===== src/rtl/com_pkg.sv =====
// Shared definitions for the Com-side memory loader and its helpers.
package com_pkg;

   localparam int          BYTE_W        = 8;
   localparam int          TIMEOUT_DEF   = 50000;
   localparam logic [15:0] BASE_ADDR_DEF = 16'h0000;

   // Loader sequencing: count bytes, then high/low data bytes, then a write.
   typedef enum logic [2:0] {
      ST_IDLE   = 3'd0,
      ST_CNT_HI = 3'd1,
      ST_CNT_LO = 3'd2,
      ST_DAT_HI = 3'd3,
      ST_DAT_LO = 3'd4,
      ST_WRITE  = 3'd5,
      ST_DONE   = 3'd6
   } state_t;

   // States in which the loader owns the memory port (com_en high).
   function automatic logic owns_port(input state_t st);
      logic r;
      case (st)
         ST_CNT_HI, ST_CNT_LO, ST_DAT_HI, ST_DAT_LO, ST_WRITE: r = 1'b1;
         default:                                             r = 1'b0;
      endcase
      return r;
   endfunction

   // States that are waiting on the receiver and so run the inter-byte timer.
   function automatic logic waits_rx(input state_t st);
      logic r;
      case (st)
         ST_CNT_HI, ST_CNT_LO, ST_DAT_HI, ST_DAT_LO: r = 1'b1;
         default:                                   r = 1'b0;
      endcase
      return r;
   endfunction

endpackage


===== src/rtl/com_timeout_ctr.sv =====
// Loadable down-counter with an expiry flag. A load wins over counting;
// the count stops at zero and expired stays high until the next load.
module com_timeout_ctr #(
   parameter int W = 16
) (
   input  logic         clk,
   input  logic         rst_n,
   input  logic         load,
   input  logic         en,
   input  logic [W-1:0] load_val,
   output logic         expired
);

   logic [W-1:0] cnt_r;

   // Reload on request, otherwise count down while enabled and not at zero.
   always_ff @(posedge clk or negedge rst_n) begin
      if (!rst_n) begin
         cnt_r <= '0;
      end else if (load) begin
         cnt_r <= load_val;
      end else if (en && (cnt_r != '0)) begin
         cnt_r <= cnt_r - W'(1);
      end else begin
         cnt_r <= cnt_r;
      end
   end

   assign expired = (cnt_r == '0);

endmodule


===== src/rtl/com_loader.sv =====
// Com-side producer for the memory-select port: assembles bytes from the
// UART receiver into 16-bit words and issues one-cycle memory writes.
// Frame: count_hi, count_lo, then count words, each high byte first.
module com_loader
   import com_pkg::*;
#(
   parameter int                ADDR_W    = 16,
   parameter int                DATA_W    = 16,
   parameter logic [ADDR_W-1:0] BASE_ADDR = ADDR_W'(BASE_ADDR_DEF),
   parameter int                TIMEOUT   = TIMEOUT_DEF
) (
   input  logic              clk,
   input  logic              rst_n,
   input  logic              start,
   input  logic              abort,
   input  logic [7:0]        rx_data,
   input  logic              rx_valid,
   output logic              com_en,
   output logic              write_from_com,
   output logic [ADDR_W-1:0] add_from_com,
   output logic [DATA_W-1:0] dat_from_com,
   output logic              busy,
   output logic              done,
   output logic              error
);

   // Timer is loaded with TIMEOUT-1 and expires when it reaches zero, which
   // is the same moment an up-counter cleared to zero would reach TIMEOUT-1.
   localparam int              TO_W     = $clog2(TIMEOUT) + 1;
   localparam logic [TO_W-1:0] TMO_LOAD = TO_W'(TIMEOUT - 1);

   state_t                state_r;
   state_t                state_s;
   logic                  err_s;
   logic                  tmo_load_s;
   logic                  tmo_en_s;
   logic                  tmo_exp_s;
   logic [2*BYTE_W-1:0]   count_s;

   logic [BYTE_W-1:0]     cnt_hi_r;
   logic [BYTE_W-1:0]     hi_r;
   logic [2*BYTE_W-1:0]   remaining_r;
   logic [ADDR_W-1:0]     index_r;

   logic                  com_en_r;
   logic                  write_r;
   logic [ADDR_W-1:0]     add_r;
   logic [DATA_W-1:0]     dat_r;
   logic                  busy_r;
   logic                  done_r;
   logic                  error_r;

   assign count_s  = {cnt_hi_r, rx_data};
   assign tmo_en_s = waits_rx(state_r);

   com_timeout_ctr #(
      .W (TO_W)
   ) u_tmo (
      .clk      (clk),
      .rst_n    (rst_n),
      .load     (tmo_load_s),
      .en       (tmo_en_s),
      .load_val (TMO_LOAD),
      .expired  (tmo_exp_s)
   );

   // State register.
   always_ff @(posedge clk or negedge rst_n) begin
      if (!rst_n) begin
         state_r <= ST_IDLE;
      end else begin
         state_r <= state_s;
      end
   end

   // Next-state decode, timer reload and timeout detection.
   always_comb begin
      state_s    = state_r;
      err_s      = 1'b0;
      tmo_load_s = 1'b0;
      if (abort) begin
         state_s = ST_IDLE;
      end else begin
         case (state_r)
            ST_IDLE: begin
               if (start) begin
                  state_s    = ST_CNT_HI;
                  tmo_load_s = 1'b1;
               end else begin
                  state_s = ST_IDLE;
               end
            end
            ST_CNT_HI: begin
               if (rx_valid) begin
                  state_s    = ST_CNT_LO;
                  tmo_load_s = 1'b1;
               end else if (tmo_exp_s) begin
                  state_s = ST_IDLE;
                  err_s   = 1'b1;
               end else begin
                  state_s = ST_CNT_HI;
               end
            end
            ST_CNT_LO: begin
               if (rx_valid) begin
                  tmo_load_s = 1'b1;
                  if (count_s == 16'h0000) begin
                     state_s = ST_DONE;
                  end else begin
                     state_s = ST_DAT_HI;
                  end
               end else if (tmo_exp_s) begin
                  state_s = ST_IDLE;
                  err_s   = 1'b1;
               end else begin
                  state_s = ST_CNT_LO;
               end
            end
            ST_DAT_HI: begin
               if (rx_valid) begin
                  state_s    = ST_DAT_LO;
                  tmo_load_s = 1'b1;
               end else if (tmo_exp_s) begin
                  state_s = ST_IDLE;
                  err_s   = 1'b1;
               end else begin
                  state_s = ST_DAT_HI;
               end
            end
            ST_DAT_LO: begin
               if (rx_valid) begin
                  state_s    = ST_WRITE;
                  tmo_load_s = 1'b1;
               end else if (tmo_exp_s) begin
                  state_s = ST_IDLE;
                  err_s   = 1'b1;
               end else begin
                  state_s = ST_DAT_LO;
               end
            end
            ST_WRITE: begin
               // A byte landing on the strobe cycle is the next high byte.
               tmo_load_s = rx_valid;
               if (remaining_r == 16'h0001) begin
                  state_s = ST_DONE;
               end else if (rx_valid) begin
                  state_s = ST_DAT_LO;
               end else begin
                  state_s = ST_DAT_HI;
               end
            end
            ST_DONE: begin
               state_s = ST_IDLE;
            end
            default: begin
               state_s = ST_IDLE;
            end
         endcase
      end
   end

   // Capture count and data bytes and track the word position in the frame.
   always_ff @(posedge clk or negedge rst_n) begin
      if (!rst_n) begin
         cnt_hi_r    <= 8'h00;
         hi_r        <= 8'h00;
         remaining_r <= 16'h0000;
         index_r     <= '0;
      end else begin
         case (state_r)
            ST_CNT_HI: begin
               if (rx_valid) begin
                  cnt_hi_r <= rx_data;
               end
            end
            ST_CNT_LO: begin
               if (rx_valid) begin
                  remaining_r <= count_s;
                  index_r     <= '0;
               end
            end
            ST_DAT_HI: begin
               if (rx_valid) begin
                  hi_r <= rx_data;
               end
            end
            ST_WRITE: begin
               index_r     <= index_r + ADDR_W'(1);
               remaining_r <= remaining_r - 16'h0001;
               if (rx_valid) begin
                  hi_r <= rx_data;
               end
            end
            default: begin
               hi_r <= hi_r;
            end
         endcase
      end
   end

   // Registered outputs, decoded from the state being entered.
   always_ff @(posedge clk or negedge rst_n) begin
      if (!rst_n) begin
         com_en_r <= 1'b0;
         write_r  <= 1'b0;
         add_r    <= '0;
         dat_r    <= '0;
         busy_r   <= 1'b0;
         done_r   <= 1'b0;
         error_r  <= 1'b0;
      end else begin
         com_en_r <= owns_port(state_s);
         write_r  <= (state_s == ST_WRITE);
         busy_r   <= (state_s != ST_IDLE);
         done_r   <= (state_s == ST_DONE);
         error_r  <= err_s;
         // Address and data are set on entry to WRITE and then held.
         if (state_s == ST_WRITE) begin
            add_r <= BASE_ADDR + index_r;
            dat_r <= {hi_r, rx_data};
         end
      end
   end

   assign com_en         = com_en_r;
   assign write_from_com = write_r;
   assign add_from_com   = add_r;
   assign dat_from_com   = dat_r;
   assign busy           = busy_r;
   assign done           = done_r;
   assign error          = error_r;

endmodule


===== config.mk =====
export PLATFORM = sky130hd
export DESIGN_NAME = com_loader
export DESIGN_NICKNAME = d
export VERILOG_FILES = /design/src/rtl/com_pkg.sv /design/src/rtl/com_timeout_ctr.sv /design/src/rtl/com_loader.sv
export SDC_FILE = /design/constraint.sdc
export NUM_CORES = 1
export LEC_CHECK = 0
export ABC_AREA = 1
export CORE_MARGIN = 4
export CORE_UTILIZATION = 35
export CTS_CLUSTER_SIZE = 25
export DETAILED_ROUTE_END_ITERATION = 8
export MAX_ROUTING_LAYER = met4
export PLACE_DENSITY_LB_ADDON = 0.2
export SKIP_CTS_REPAIR_TIMING = 1
export SLEW_MARGIN = 15
export SYNTH_ARGS = -nofsm -noshare
export SYNTH_HDL_FRONTEND = slang
export SYNTH_HIERARCHICAL = 1
export SYNTH_SLANG_ARGS = --single-unit

===== constraint.sdc =====
create_clock -name clk -period 4.6 [get_ports clk]
set_input_delay 1.15 -clock clk [delete_from_list [all_inputs] [get_ports clk]]
set_output_delay 1.15 -clock clk [all_outputs]
set_load 0.05 [all_outputs]

==> run metrics <==
DR WL/cell 13.7 um; Crit path max-delay family simple AND/OR/NAND/NOR gates; drt total wl 13900 um; VDD IR-drop max 0.000271 V; CP most frequent cell nand2_1; clock sinks 105; share of layout cells above drive strength 1 7.75%; PortBufs 49; most frequent cells in the layout nand2_1, dfrtp_1, inv_1; CTS Buffer Depth 2; Finished Layout Cells 1016; Async S/R FF share, synth 100%; max-slew violations 0; gp weighted congestion 0.825; Unique masters post-synth 44; num rows 46; H-tree levels 3; Skew-Pair Late Insertion Delay 360 ps; EDFF count, synth 0; Synth-to-Final Area Change 17.8%; Crit path arrival time 3650 ps; synthesis-stage register bit count 105; Detail Placement HPWL 9550 um; First-pass DRT Iterations 4; Hold Path Class flop to flop; CTS root buf clkbuf_16; Overflow after GRT 0; Starting Density 35.8%; Critical Path, Cell by Cell clkdlybuf4s50_1, inv_2, nor2_1, nand3_1, nand2_1, inv_1, nand2_1, nand2_4, nor2_8, nand2_1, nand2_1; Die X 136 um; DR vias/cell 4.52; CP max stage delay 550 ps; Slew @ Worst Pin 722 ps; Initial DRC Count 319; Post-DRT Antenna Nets 0; Ports 50; Hold Vio Cnt, Final 0; startpoint type of the worst setup path input port; most common cell after layout, fill and taps aside nand2_1; Die H 136 um; buffers and inverters on the worst path 3; f_max 298 MHz; Yosys warning count 6; area of the core 15900 um^2; P_leak 0.00328 uW; Power Density 610 nW/um^2; ANT cells 0; CTS clk-pin slew, worst paths 80 ps; Mapped Cells 739; total power 4110 uW; ys flop type dfrtp_1; CTS tree built; Final Core Density 42.2%; register area share after synthesis 46.0%; Nets 812; RSZ-0062 raised after global routing no; Max-slew headroom 51.8%; syn avg cell area 7.73 um^2; WP data required 4900 ps; CP endpoint kind flop; fin crit share 72.9%; residual DRC count 0; first-pass GRT wire length 24000 um; Slowest cell on crit path clkdlybuf4s50_1; total vias in the final route 4588; largest net degree at the start of global routing 62; Final Skew 12.1 ps; Max-Cap Viols 0; CTS buffer count 9; initial antenna violation count 0; Mapped Area 5710 um^2; final setup violation count 0; dpl cells 1000; vias in the first global route 4607; Max Fanout on Critical Path 36; outcome finished, final reports clean; setup TNS 0 ps; Setup CP Type input port to flop; All-Layer GR Usage 16.9%; final hold slack 484 ps; crit path time final 3350 ps; die area 18400 um^2
-- area by class of cell --
cell class / instances / area (um^2)
Clock buffer: 9 / 225
Inverter: 102 / 383
Fill cell: 1653 / 9210
Timing Repair Buffer: 55 / 546
Multi-Input combinational cell: 522 / 2600
Clock inverter: 7 / 76.3
Sequential cell: 105 / 2630
Tap cell: 216 / 270
-- worst register-to-register path: cells and delay by family, from the launching register on --
kind	cells	cell delay (ps)
and+or+nand+nor	13	2040
DFF	1	390
adders and majority gates	1	250
buffers and inverters	2	180
-- per-layer routing --
| metal | track usage [%] | share of wire [%] |
|---|---|---|
| met4 | 2.97 | 0.58 |
| met1 | 22.9 | 49 |
| met3 | 3.71 | 4.1 |
| met5 | - | 0 |
| met2 | 26.5 | 46 |
-- flip-flops by register name, summed over array words and instances, names as in the netlist --
register,count
busy,1
cnt_hi_r,8
remaining_r,16
dat_from_com,16
write_from_com,1
add_from_com,16
index_r,16
error,1
done,1
hi_r,8
u_tmo/cnt_r,17
state_r,3
com_en,1
-- metrics by stage --
step / instance area, um^2 / worst slack (ps)
floorplan: 5770 / 2340
global placement: 6430 / 961
detailed placement: 6430 / 858
CTS: 6730 / 1230
global route: 6730 / 956
finish: 6730 / 1250
-- cell families (layout without fill, tap and decap cells) --
kind of cell	count (synthesis)	in the layout	share of synthesized area, %
fa+ha+maj	4	4	0.876
buf+inv	127	173	9.42
simple gates	380	380	28.6
flops	105	105	46.0
mux	5	5	0.964
xor+xnor	11	11	1.69
compound gates	105	105	12.3
other cells	2	17	0.132
-- report_power, final --
part | internal, uW | total [uW] | switching [uW]
clock network | 384 | 776 | 392
registers | 1280 | 1580 | 308
logic | 637 | 1750 | 1110
-- path summary, 6_finish.rpt --
kind / endpoint / depth (start not counted) / slack (ps) / start
min in group asynchronous: u_tmo/cnt_r[3] / 1 / 800 / rst_n
max in group asynchronous: index_r[1] / 2 / 3070 / rst_n
setup / recovery: add_from_com[0] / 11 / 1250 / rx_valid
hold / removal: dat_from_com[10] / 2 / 480 / hi_r[2]
hold reg to reg: dat_from_com[10] / 2 / 480 / hi_r[2]
setup reg to reg: add_from_com[0] / 16 / 1690 / u_tmo/cnt_r[0]
-- cell usage after synthesis, types with 3 or more instances --
cell type  count  area share, %
ha_1           4           0.88
nand4_1        6           0.66
nand2_4        4           0.79
dfrtp_1      105             46
o21ai_2        9            1.4
inv_2          7           0.46
buf_2         10           0.88
buf_6          6            1.2
clkbuf_1       6           0.39
o21bai_1      32            4.2
a21oi_1       12            1.1
mux2_2         4           0.79
xor2_1         6           0.92
o221ai_1       9            1.4
o21ai_0       29            2.5
inv_1         94            6.2
nand2_1      229             15
nor2_2         6           0.66
nor2_1        68            4.5
xnor2_1        5           0.77
o22ai_1        3           0.33
nand3_1       55            4.8
No activity file was read; power rests on OpenSTA's default activity.
